**src/rtl/prog_counter_fetch.sv**
```systemverilog
// prog_counter_fetch
//   Fetch/sequencing stage ahead of the control decoder. Holds the program
//   counter that addresses the instruction ROM. It resolves beq/bne from a
//   condition flag that eq/lt instructions latch. It also runs the Start/Done
//   handshake and counts the cycles spent in RUN.
//
// Ports
//   Clk         in   1      clock, rising edge
//   Reset       in   1      asynchronous, active-high reset
//   Start       in   1      pulse: begin or restart program execution
//   instr       in   9      instruction at address pc (combinational ROM)
//   cond_in     in   1      ALU eq/lt result for the current instruction
//   lut_target  in   PC_W   absolute branch target for lut_idx
//   pc          out  PC_W   current instruction address
//   lut_idx     out  LUT_W  instr[LUT_W-1:0], combinational
//   running     out  1      high in RUN
//   Done        out  1      high in HALT, held until Start or Reset
//   cycle_cnt   out  CNT_W  RUN cycles since last Start, saturating
//
// States
//   S_IDLE | waiting for the first Start after reset
//   S_RUN  | one instruction retires per cycle
//   S_HALT | program stepped past LAST_ADDR; pc and cycle_cnt frozen

module prog_counter_fetch #(
    parameter int PC_W      = 10,
    parameter int LAST_ADDR = 1023,
    parameter int LUT_W     = 4,
    parameter int CNT_W     = 16
) (
    input  logic             Clk,
    input  logic             Reset,
    input  logic             Start,
    input  logic [8:0]       instr,
    input  logic             cond_in,
    input  logic [PC_W-1:0]  lut_target,
    output logic [PC_W-1:0]  pc,
    output logic [LUT_W-1:0] lut_idx,
    output logic             running,
    output logic             Done,
    output logic [CNT_W-1:0] cycle_cnt
);

    typedef enum logic [1:0] {
        S_IDLE = 2'd0,
        S_RUN  = 2'd1,
        S_HALT = 2'd2
    } state_t;

    localparam logic [4:0] OP_BEQ = 5'b00101;
    localparam logic [4:0] OP_BNE = 5'b00110;
    localparam logic [4:0] OP_EQ  = 5'b01101;
    localparam logic [4:0] OP_LT  = 5'b01110;

    localparam logic [PC_W-1:0]  LAST_PC = PC_W'(LAST_ADDR);
    localparam logic [CNT_W-1:0] CNT_MAX = '1;

    state_t            state_q, state_d;
    logic [PC_W-1:0]   pc_q, pc_d;
    logic              cond_flag_q, cond_flag_d;
    logic [CNT_W-1:0]  cnt_q, cnt_d;

    logic [4:0]        opcode;
    logic              taken;

    assign opcode = instr[8:4];

    // Branch decision uses the flag as it stood before this edge, so an eq
    // immediately followed by beq sees the eq result.
    assign taken = ((opcode == OP_BEQ) &&  cond_flag_q) ||
                   ((opcode == OP_BNE) && !cond_flag_q);

    always_comb begin
        state_d     = state_q;
        pc_d        = pc_q;
        cond_flag_d = cond_flag_q;
        cnt_d       = cnt_q;

        if (Start) begin
            state_d     = S_RUN;
            pc_d        = '0;
            cond_flag_d = 1'b0;
            cnt_d       = '0;
        end else if (state_q == S_RUN) begin
            if (cnt_q != CNT_MAX) begin
                cnt_d = cnt_q + 1'b1;
            end
            if ((opcode == OP_EQ) || (opcode == OP_LT)) begin
                cond_flag_d = cond_in;
            end
            if (taken) begin
                // A branch that leaves the program space halts in place.
                if (lut_target > LAST_PC) begin
                    state_d = S_HALT;
                end else begin
                    pc_d = lut_target;
                end
            end else if (pc_q >= LAST_PC) begin
                // Compare before incrementing so pc can never wrap to 0.
                state_d = S_HALT;
            end else begin
                pc_d = pc_q + 1'b1;
            end
        end
    end

    always_ff @(posedge Clk or posedge Reset) begin
        if (Reset) begin
            state_q     <= S_IDLE;
            pc_q        <= '0;
            cond_flag_q <= 1'b0;
            cnt_q       <= '0;
        end else begin
            state_q     <= state_d;
            pc_q        <= pc_d;
            cond_flag_q <= cond_flag_d;
            cnt_q       <= cnt_d;
        end
    end

    assign pc        = pc_q;
    assign lut_idx   = instr[LUT_W-1:0];
    assign running   = (state_q == S_RUN);
    assign Done      = (state_q == S_HALT);
    assign cycle_cnt = cnt_q;

endmodule

```
**config.mk**
```make
export PLATFORM = sky130hd
export DESIGN_NAME = prog_counter_fetch
export DESIGN_NICKNAME = d
export VERILOG_FILES = /design/src/rtl/prog_counter_fetch.sv
export SDC_FILE = /design/constraint.sdc
export NUM_CORES = 1
export LEC_CHECK = 0
export ABC_AREA = 1
export CAP_MARGIN = 20
export CORE_MARGIN = 2
export CORE_UTILIZATION = 30
export DETAILED_ROUTE_END_ITERATION = 10
export SLEW_MARGIN = 20
export SYNTH_ARGS = -nofsm -noshare
export SYNTH_HDL_FRONTEND = slang
export SYNTH_SLANG_ARGS = --single-unit
export TNS_END_PERCENT = 1
```
**constraint.sdc**
```tcl
create_clock -name Clk -period 1.9 [get_ports Clk]
set_input_delay 0.38 -clock Clk [delete_from_list [all_inputs] [get_ports Clk]]
set_output_delay 0.38 -clock Clk [all_outputs]
set_load 0.01 [all_outputs]
```
==> impl_table.tex <==
\begin{tabular}{lr}
\hline
Metric & Value \\
\hline
\multicolumn{2}{l}{\textbf{Status}} \\
Run status & completed \\
\multicolumn{2}{l}{\textbf{Synth}} \\
\#FFs+latches synth & 29 \\
Library cell occupying the most area in the post-synthesis netlist & sky130\_fd\_sc\_hd\_\_dfrtp\_1 \\
Avg Synthesized Cell Area & between 6 and 7 um2 \\
Yosys warning count & 0 \\
Count of distinct cell types in the synthesized netlist & 28 \\
Synthesized Nets & 323 \\
Sequential fraction of the synthesis area & 0.364 \\
Share of the synthesized area in the top cell type & 0.364 \\
Synth Cell Area & between 1500 and 2000 um2 \\
Top area cells in the synthesized netlist & sky130\_fd\_sc\_hd\_\_dfrtp\_1, sky130\_fd\_sc\_hd\_\_nand2\_1, sky130\_fd\_sc\_hd\_\_nor2\_1, sky130\_fd\_sc\_hd\_\_nand3\_1, sky130\_fd\_sc\_hd\_\_inv\_1 \\
Number of standard cells after synthesis & around 300 \\
\multicolumn{2}{l}{\textbf{Clock network}} \\
Insertion delay of the later-clocked pin in the worst-skew pair & approximately 280 ps \\
H-tree depth & 2 \\
Clock tree from TritonCTS & built \\
Clk pin slew, worst setup/hold paths & roughly 60 ps \\
Clock sink count & 29 \\
Quantity of hold-fixing buffers added after cts & 0 \\
Bufs on Longest Clock Path & 2 \\
Postcts setup bufs & 0 \\
Root buffer selected by CTS & sky130\_fd\_sc\_hd\_\_clkbuf\_8 \\
Number of buffers created by CTS & 5 \\
\multicolumn{2}{l}{\textbf{Floorplanning}} \\
Width of the die & between 80 and 90 um \\
Boundary Pins & 55 \\
Die Area & $\sim$7300 um2 \\
Vertical die dimension & around 86 um \\
Core outline area & between 6000 and 7000 um2 \\
Row cnt & 29 \\
Starting density of the core & 0.312 \\
\multicolumn{2}{l}{\textbf{Placement}} \\
Detail Placement HPWL & $\sim$3700 um \\
Instance area at placement & roughly 2600 um2 \\
Pre-CTS WS & around 35 ps \\
Final weighted congestion in routability-driven placement & $\sim$0.85 \\
Port-buffer cells & 46 \\
\multicolumn{2}{l}{\textbf{Run}} \\
Count of max-cap constraint violations & 0 \\
\multicolumn{2}{l}{\textbf{Setup path}} \\
Worst endpoint required time & $\sim$1500 ps \\
Crit end category & primary output \\
Logic depth of the worst register-to-register path & 10 \\
Startpoint of the worst register-to-register path & cycle\_cnt[1] \\
Worst setup slack for register-to-register paths & about 230 ps \\
R2R Path End & cycle\_cnt[2] \\
Startpoint Class & flip-flop \\
Worst-path fanout max & 4 \\
Data arrival, critical path & between 1000 and 1500 ps \\
Category of the most critical setup path & reg -> out \\
\multicolumn{2}{l}{\textbf{Global routing}} \\
First-pass GRT wire length & 8700 um \\
Maximum number of pins on one net before global-route repair & 30 \\
Via count of the first global-routing pass & 1956 \\
Aggregate global-route resource usage & 0.148 \\
Initial antenna violation count & 0 \\
Aggregate global routing overflow & 0 \\
\multicolumn{2}{l}{\textbf{Timing}} \\
Worst-margin pin slew & between 300 and 400 ps \\
Fin crit period & about 1800 ps \\
Setup repair after global routing missed its margin & false \\
Final worst path period share & 0.958 \\
Final hold vios & 0 \\
Worst hold slack & between 400 and 500 ps \\
Slew Viols, Final & 0 \\
Setup total negative slack & 0 ps \\
Highest clock rate & roughly 550 MHz \\
Worst clock skew & 6.04 ps \\
Worst setup slack after layout & 79.2 ps \\
Setup violations, final & 0 \\
Worst slew slack as a fraction of its limit & 0.745 \\
\multicolumn{2}{l}{\textbf{Final layout}} \\
Area delta synth->final & 32.7\% \\
Diodes inserted & 0 \\
Final nets & 375 \\
Final non-filler cell area & 2650 um2 \\
Proportion of layout cells with a drive suffix above 1 & 0.100 \\
\multicolumn{2}{l}{\textbf{Worst hold path}} \\
HP Class & in -> async \\
\multicolumn{2}{l}{\textbf{Route}} \\
Final wirelength & $\sim$5000 um \\
Initial DRT Pass Iterations & 4 \\
Via total after detailed routing & between 1.5k and 2k \\
DRT antenna net count & 0 \\
Average routed wire per standard cell & approximately 12 um \\
Initial drt markers & 43 \\
Average vias per placed instance & between 4 and 5 \\
Remaining DRCs & 0 \\
\multicolumn{2}{l}{\textbf{Power and ir drop}} \\
Leakage component of the power & about 1.2 nW \\
Worst IR Drop VDD & about 0.23 mV \\
Pwr Total & approximately 1.3 mW \\
Total power divided by cell area & around 500 nW/um2 \\
\hline
\end{tabular}
through the flow:
| stage | cells | util |
|---|---|---|
| 3_5_place_dp | 420 | 0.400 |
| 6_report | 427 | 0.415 |
| 4_1_cts | 427 | 0.414 |
| 5_1_grt | 427 | 0.415 |
| 2_1_floorplan | 298 | - |
| 3_3_place_gp | 420 | 0.400 |
where the power goes:
part / total [mW] / internal [mW] / switching [mW]
clock: 0.516 / 0.287 / 0.229
sequential: 0.651 / 0.631 / 0.0194
combinational: 0.157 / 0.0842 / 0.0729
total: 1.32 / 1.00 / 0.321
repair_timing:
action                     in CTS  in global routing
setup endpoints to repair       1                  1
pin swaps                       0                  0
resized for setup               1                  1
area by class of cell:
type / count / area (um2)
inverter: 26 / 97.6
sequential: 29 / 726
fill: 659 / 3740
tap: 77 / 96.3
timing repair buffer: 55 / 541
clock buffer: 7 / 86.3
multi-input combinational: 233 / 1100
state kept, by name, summed over array words and instances, names as in the netlist:
name and flops:
cycle_cnt 16, pc 10, state_q 2, cond_flag_q 1
critical path, cell delays in order, from the launching register on:
cell and delay (ps):
sky130_fd_sc_hd__dfrtp_1 450, sky130_fd_sc_hd__nor2_4 160, sky130_fd_sc_hd__clkdlybuf4s50_1 550
Yosys cell counts:
| library cell | number |
|---|---|
| sky130_fd_sc_hd__dfrtp_1 | 29 |
| sky130_fd_sc_hd__nand2_2 | 2 |
| sky130_fd_sc_hd__buf_8 | 1 |
| sky130_fd_sc_hd__inv_2 | 1 |
| sky130_fd_sc_hd__a211oi_1 | 1 |
| sky130_fd_sc_hd__ha_1 | 2 |
| sky130_fd_sc_hd__or2_2 | 1 |
| sky130_fd_sc_hd__a21oi_1 | 1 |
| sky130_fd_sc_hd__nand3_1 | 19 |
| sky130_fd_sc_hd__nor2_1 | 36 |
| sky130_fd_sc_hd__clkbuf_1 | 1 |
| sky130_fd_sc_hd__o21bai_1 | 2 |
| sky130_fd_sc_hd__nor3_1 | 3 |
| sky130_fd_sc_hd__o21ai_4 | 1 |
| sky130_fd_sc_hd__xor2_1 | 9 |
| sky130_fd_sc_hd__o21ai_0 | 7 |
| sky130_fd_sc_hd__inv_1 | 25 |
| sky130_fd_sc_hd__nor2_2 | 3 |
| sky130_fd_sc_hd__buf_4 | 5 |
| sky130_fd_sc_hd__nand2_4 | 1 |
| sky130_fd_sc_hd__nand3_2 | 2 |
| sky130_fd_sc_hd__a21boi_2 | 1 |
| sky130_fd_sc_hd__buf_2 | 2 |
| sky130_fd_sc_hd__and2_1 | 1 |
| sky130_fd_sc_hd__nand4_1 | 6 |
| sky130_fd_sc_hd__nand2_1 | 128 |
| sky130_fd_sc_hd__o21ai_2 | 7 |
| sky130_fd_sc_hd__buf_6 | 1 |
routing by layer:
metal | global-route usage | vias to the layer above | wire length, um
met5 | 0 | - | 0
met4 | 0.0361 | 0 | 28
met3 | 0.0443 | 6 | 295
met2 | 0.247 | 45 | 2300
met1 | 0.187 | 898 | 2370
li1 | - | 1029 | -
worst max path at each step:
stage / from / end / slack, ps / depth (start not counted)
3_3_place_gp: instr[6] / pc[3] / 40 / 10
2_1_floorplan: cycle_cnt[1] / cycle_cnt[6] / 400 / 9
5_1_grt: state_q[1] / Done / 6 / 3
6_report: state_q[1] / running / 80 / 2
4_1_cts: state_q[1] / running / 20 / 2
3_5_place_dp: Start / cycle_cnt[14] / 30 / 6
layout by cell type (no fill, tap or decap):
master                              n
sky130_fd_sc_hd__clkbuf_1           1
sky130_fd_sc_hd__ha_1               2
sky130_fd_sc_hd__clkdlybuf4s50_1   46
sky130_fd_sc_hd__and2_1             1
sky130_fd_sc_hd__a21boi_2           1
sky130_fd_sc_hd__nand3_2            2
sky130_fd_sc_hd__or2_2              1
sky130_fd_sc_hd__clkbuf_8           6
sky130_fd_sc_hd__o21bai_1           2
sky130_fd_sc_hd__nand2_2            2
sky130_fd_sc_hd__nor3_1             3
sky130_fd_sc_hd__inv_2              1
sky130_fd_sc_hd__nand4_1            6
sky130_fd_sc_hd__o21ai_2            7
sky130_fd_sc_hd__nand3_1           19
sky130_fd_sc_hd__nand2_4            1
sky130_fd_sc_hd__nor2_4             1
sky130_fd_sc_hd__xor2_1             9
sky130_fd_sc_hd__nor2_1            35
sky130_fd_sc_hd__a21oi_1            1
sky130_fd_sc_hd__buf_12             1
sky130_fd_sc_hd__nand2_1          128
sky130_fd_sc_hd__o21ai_4            1
sky130_fd_sc_hd__nor2_2             3
sky130_fd_sc_hd__a211oi_1           1
sky130_fd_sc_hd__o21ai_0            7
sky130_fd_sc_hd__inv_1             25
sky130_fd_sc_hd__buf_4              8
sky130_fd_sc_hd__dfrtp_1           29
kinds of logic (layout without fill, tap and decap cells):
| group | Yosys count | after routing | synth area share |
|---|---|---|---|
| xor gates and xnor gates | 9 | 9 | 0.0395 |
| and+or+nand+nor | 202 | 202 | 0.420 |
| buffers and inverters | 36 | 88 | 0.0878 |
| adders and majority gates | 2 | 2 | 0.0125 |
| DFF | 29 | 29 | 0.364 |
| AOI/OAI and AO/OA | 20 | 20 | 0.0759 |
No activity file was read; power rests on OpenSTA's default activity.
